`src/rtl/layer_sched.sv`:
```
// Output-layer sequencer: issues one engine request per neuron, tracks the signed argmax, reports winner.
// Latency N_NEURON*(L+2)+1 cycles from start sample; start is ignored while busy, abort returns to IDLE.
module layer_sched #(
  parameter int N_NEURON = 10,
  parameter int TIMEOUT  = 511
) (
  input  logic        clk,
  input  logic        rst,
  input  logic        start_i,
  input  logic        abort_i,
  output logic        neu_go_o,
  output logic [3:0]  neu_sel_o,
  input  logic        neu_done_i,
  input  logic [25:0] neu_out_i,
  output logic        busy_o,
  output logic        class_valid_o,
  output logic [3:0]  class_out_o,
  output logic [25:0] max_val_o,
  output logic        err_o
);

  typedef enum logic [2:0] {S_IDLE, S_ISSUE, S_WAIT, S_CMP, S_DONE, S_ERR} state_t;

  localparam logic [3:0] LAST_IDX = 4'(N_NEURON - 1);
  localparam logic [9:0] TMO      = 10'(TIMEOUT);

  state_t      state_q;
  logic [3:0]  idx_q;
  logic [9:0]  timer_q;
  logic [25:0] cur_q;
  logic [25:0] best_q;
  logic [3:0]  best_idx_q;
  logic        neu_go_q;
  logic [3:0]  neu_sel_q;
  logic        busy_q;
  logic        class_valid_q;
  logic [3:0]  class_out_q;
  logic [25:0] max_val_q;
  logic        err_q;

  logic [25:0] best_d;
  logic [3:0]  best_idx_d;

  // Strict greater-than keeps the lower index on ties; neuron 0 always seeds the running best.
  always_comb begin
    best_d     = best_q;
    best_idx_d = best_idx_q;
    if (idx_q == 4'd0 || $signed(cur_q) > $signed(best_q)) begin
      best_d     = cur_q;
      best_idx_d = idx_q;
    end
  end

  always_ff @(posedge clk or posedge rst) begin
    if (rst) begin
      state_q       <= S_IDLE;
      idx_q         <= '0;
      timer_q       <= '0;
      cur_q         <= '0;
      best_q        <= '0;
      best_idx_q    <= '0;
      neu_go_q      <= 1'b0;
      neu_sel_q     <= '0;
      busy_q        <= 1'b0;
      class_valid_q <= 1'b0;
      class_out_q   <= '0;
      max_val_q     <= '0;
      err_q         <= 1'b0;
    end else begin
      neu_go_q      <= 1'b0;
      class_valid_q <= 1'b0;
      err_q         <= 1'b0;
      if (abort_i) begin
        state_q <= S_IDLE;
        busy_q  <= 1'b0;
      end else begin
        case (state_q)
          S_IDLE: begin
            if (start_i) begin
              idx_q     <= '0;
              neu_sel_q <= '0;
              neu_go_q  <= 1'b1;
              busy_q    <= 1'b1;
              state_q   <= S_ISSUE;
            end
          end
          S_ISSUE: begin
            timer_q <= '0;
            state_q <= S_WAIT;
          end
          S_WAIT: begin
            if (neu_done_i) begin
              cur_q   <= neu_out_i;
              state_q <= S_CMP;
            end else if (timer_q == TMO) begin
              err_q   <= 1'b1;
              state_q <= S_ERR;
            end else begin
              timer_q <= timer_q + 10'd1;
            end
          end
          S_CMP: begin
            best_q     <= best_d;
            best_idx_q <= best_idx_d;
            // Results are loaded on entry to DONE so they line up with the class_valid pulse.
            if (idx_q == LAST_IDX) begin
              class_out_q   <= best_idx_d;
              max_val_q     <= best_d;
              class_valid_q <= 1'b1;
              state_q       <= S_DONE;
            end else begin
              idx_q     <= idx_q + 4'd1;
              neu_sel_q <= idx_q + 4'd1;
              neu_go_q  <= 1'b1;
              state_q   <= S_ISSUE;
            end
          end
          S_DONE, S_ERR: begin
            busy_q  <= 1'b0;
            state_q <= S_IDLE;
          end
          default: begin
            busy_q  <= 1'b0;
            state_q <= S_IDLE;
          end
        endcase
      end
    end
  end

  assign neu_go_o      = neu_go_q;
  assign neu_sel_o     = neu_sel_q;
  assign busy_o        = busy_q;
  assign class_valid_o = class_valid_q;
  assign class_out_o   = class_out_q;
  assign max_val_o     = max_val_q;
  assign err_o         = err_q;

endmodule

```
`config.mk`:
```
export PLATFORM = sky130hd
export DESIGN_NAME = layer_sched
export DESIGN_NICKNAME = d
export VERILOG_FILES = /design/src/rtl/layer_sched.sv
export SDC_FILE = /design/constraint.sdc
export NUM_CORES = 1
export LEC_CHECK = 0
export ABC_AREA = 1
export ABC_CLOCK_PERIOD_IN_PS = 4900
export CAP_MARGIN = 20
export CORE_ASPECT_RATIO = 0.9
export CORE_UTILIZATION = 40
export DETAILED_ROUTE_END_ITERATION = 10
export GPL_TIMING_DRIVEN = 0
export PLACE_DENSITY_LB_ADDON = 0.3
export SLEW_MARGIN = 20
export SYNTH_ARGS = -nofsm -noshare
export SYNTH_HDL_FRONTEND = slang
export SYNTH_SLANG_ARGS = --single-unit
```
`constraint.sdc`:
```
create_clock -name clk -period 4.9 [get_ports clk]
set_clock_uncertainty 0.15 [all_clocks]
set_input_delay 0.98 -clock clk [delete_from_list [all_inputs] [get_ports clk]]
set_output_delay 0.98 -clock clk [all_outputs]
set_load 0.01 [all_outputs]
```
==> summary.txt <==
Outcome
  – Status: finished, final reports clean

Power
  – Pleak: 3.57 nW
  – Power Dens Cells: 515 nW/µm²
  – Peak supply drop: 0.334 mV

Layout
  – Number of diodes: 0
  – Commonest non-fill, non-tap cells in the layout: 203 x nand2_1, 107 x dfrtp_1, 102 x nand3_1, 91 x inv_1, 68 x clkdlybuf4s50_1
  – Nets@finish: 851
  – Syn-to-layout area delta: 22.9%
  – Final Util: 50.9%
  – Layout cells sized above 1: 8.05%
  – Most common cell after layout, fill and taps aside: nand2_1

STA
  – Fin. max-slew vios: 0
  – Final worst-path cycle share: 56.4%
  – Setup-failing EPs final: 0
  – Fmax: 362 MHz
  – Rel. slew slack: 60.1%
  – RSZ-0062 raised after global routing: false
  – Final Hold Vio Count: 0
  – Worst-margin pin slew: 0.599 ns
  – Final min period: 2.76 ns
  – Final setup margin: 2.14 ns

Worst setup path
  – CP startpoint kind: input pin
  – Data required time of the worst path: 4.99 ns
  – Worst Path Arrival: 2.85 ns
  – WS Path Type: in2reg
  – Worst-path maximum fanout: 10
  – Setup crit end kind: register

Floorplanning
  – Die Y: 114 µm
  – Die width: 127 µm
  – Starting density of the core: 41.4%
  – Ports: 69
  – Row count: 40
  – Total die area: 14500 µm²
  – Total core area: 13500 µm²

Synth
  – Post-synthesis register bit count: 107
  – Syn_area_per_cell: 7.89 µm²
  – Register area share after synthesis: 47.8%
  – Synth Net Count: 771
  – Distinct cell type count of the synthesized netlist: 35
  – Yosys warning total: 0
  – Cells after Synth: 710
  – Dominant synthesized flop cell: dfrtp_1
  – EDFF count, synth: 0
  – Fraction of registers with async set/reset: 100%
  – Synthesized area: 5600 µm²

Drt
  – Initial drt markers: 258
  – Via count: 4714
  – DR vias/cell: 4.90
  – Wirelength per Cell: 13.6 µm
  – ANT nets after route: 0
  – DR DRC count: 0
  – Drt pass-1 iters: 4
  – Final WL: 13.1 mm

Clock network
  – Clk root buf: clkbuf_16
  – Post-cts sizing count: 0
  – Clk buf depth: 2
  – Postcts setup bufs: 0
  – H-tree depth: 3
  – Total CTS buffers: 9
  – CTS sink count: 107
  – CTS tree: yes
  – Later-pin clock latency in the skew report: 0.36 ns
  – Worst-path clk slew: 0.06 ns
  – Hold buffer count at cts: 0

Min path
  – Hold crit path type: reg2reg

Global routing
  – Vias in the first global route: 4710
  – Number of antenna violations at the first check in global routing: 0
  – First-pass GRT wire length: 23.0 mm
  – Total GRT Usage: 20.7%
  – Total congestion overflow: 0
  – Largest net degree at the start of global routing: 58

Place
  – HPWL Detailed: 9.36 mm
  – Setup slack at placement: 1.82 ns
  – PortBufs: 68
  – Routability cong.: 0.808

Run
  – Max-cap violations: 0
[Yosys cell counts (4+ instances only)]
library cell | n | area (µm²)
ha_1 | 30 | 375
inv_1 | 92 | 345
nor2_1 | 44 | 165
inv_2 | 4 | 15.0
o21ai_0 | 6 | 30.0
dfrtp_1 | 107 | 2680
buf_2 | 6 | 30.0
a21oi_1 | 39 | 195
nand3_1 | 102 | 510
clkbuf_1 | 14 | 52.6
nand2_1 | 203 | 762
o21ai_1 | 4 | 20.0
nand2_2 | 23 | 144
nor3_1 | 5 | 25.0
[worst max-delay path, stage by stage]
cell and delay (ns):
clkdlybuf4s50_1 0.51, inv_1 0.19, nand2_1 0.20, nor2_1 0.39
inv_2 0.08, clkbuf_1 0.30, nand2_1 0.14, nand2_1 0.07
[area by class of cell]
| class | instances | area (µm²) |
|---|---|---|
| buffer | 25 | 124 |
| sequential | 107 | 2680 |
| timing repair buffer | 69 | 708 |
| multi-input combinational | 481 | 2430 |
| clock inverter | 4 | 95.1 |
| fill | 1338 | 6630 |
| tap | 168 | 210 |
| inverter | 97 | 369 |
| clock buffer | 12 | 267 |
[metrics by stage]
step / total power [mW] / std cells / TNS [ns] / cell area [µm²] / hold WS (ns)
6_report: 3.54 / 963 / 0 / 6880 / 0.327
5_1_grt: 3.88 / 963 / 0 / 6880 / 0.350
4_1_cts: 3.58 / 963 / 0 / 6880 / 0.333
3_5_place_dp: 2.69 / 947 / 0 / 6520 / 0.315
3_3_place_gp: 2.66 / 946 / -78.66 / 6490 / 0.311
2_1_floorplan: 2.34 / 710 / 0 / 5600 / 0.299
[report_power, final]
group          internal [mW]  switching [mW]
registers               1.12           0.138
clock network          0.541           0.325
logic                  0.535           0.886
[sequential cells by signal (all words and copies together) (netlist names), 3 cells and up]
| register | count |
|---|---|
| best_idx_q | 4 |
| neu_sel_o | 4 |
| cur_q | 26 |
| timer_q | 10 |
| best_q | 26 |
| state_q | 3 |
| class_out_o | 4 |
| max_val_o | 26 |
[routing by layer]
metal	global-route usage [%]	vias to the layer above	wire, µm
met2	32.4	101	5840
met4	8.10	0	218
li1	-	2410	-
met3	3.97	14	578
met1	28.5	2189	6460
met5	0	-	0
[kinds of logic (layout without fill, tap and decap cells)]
logic type / Yosys count / in the layout / synth area share (%)
AOI/OAI and AO/OA: 56 / 56 / 5.30
xor gates and xnor gates: 1 / 1 / 0.156
adders and majority gates: 30 / 30 / 6.70
buffers and inverters: 122 / 207 / 8.71
DFF: 107 / 107 / 47.8
and+or+nand+nor: 394 / 394 / 31.3
[final timing paths]
kind / start / to / slack (ns) / cells after the start
worst min-delay path: max_val_o[9] / max_val_o[9] / 0.33 / 2
min in group asynchronous: rst / neu_sel_o[1] / 0.89 / 2
worst max-delay path: abort_i / max_val_o[21] / 2.14 / 8
worst max register to register: cur_q[25] / max_val_o[24] / 2.42 / 13
worst min register to register: max_val_o[9] / max_val_o[9] / 0.33 / 2
max in group asynchronous: rst / max_val_o[7] / 3.07 / 3
No activity file was read; power rests on OpenSTA's default activity.
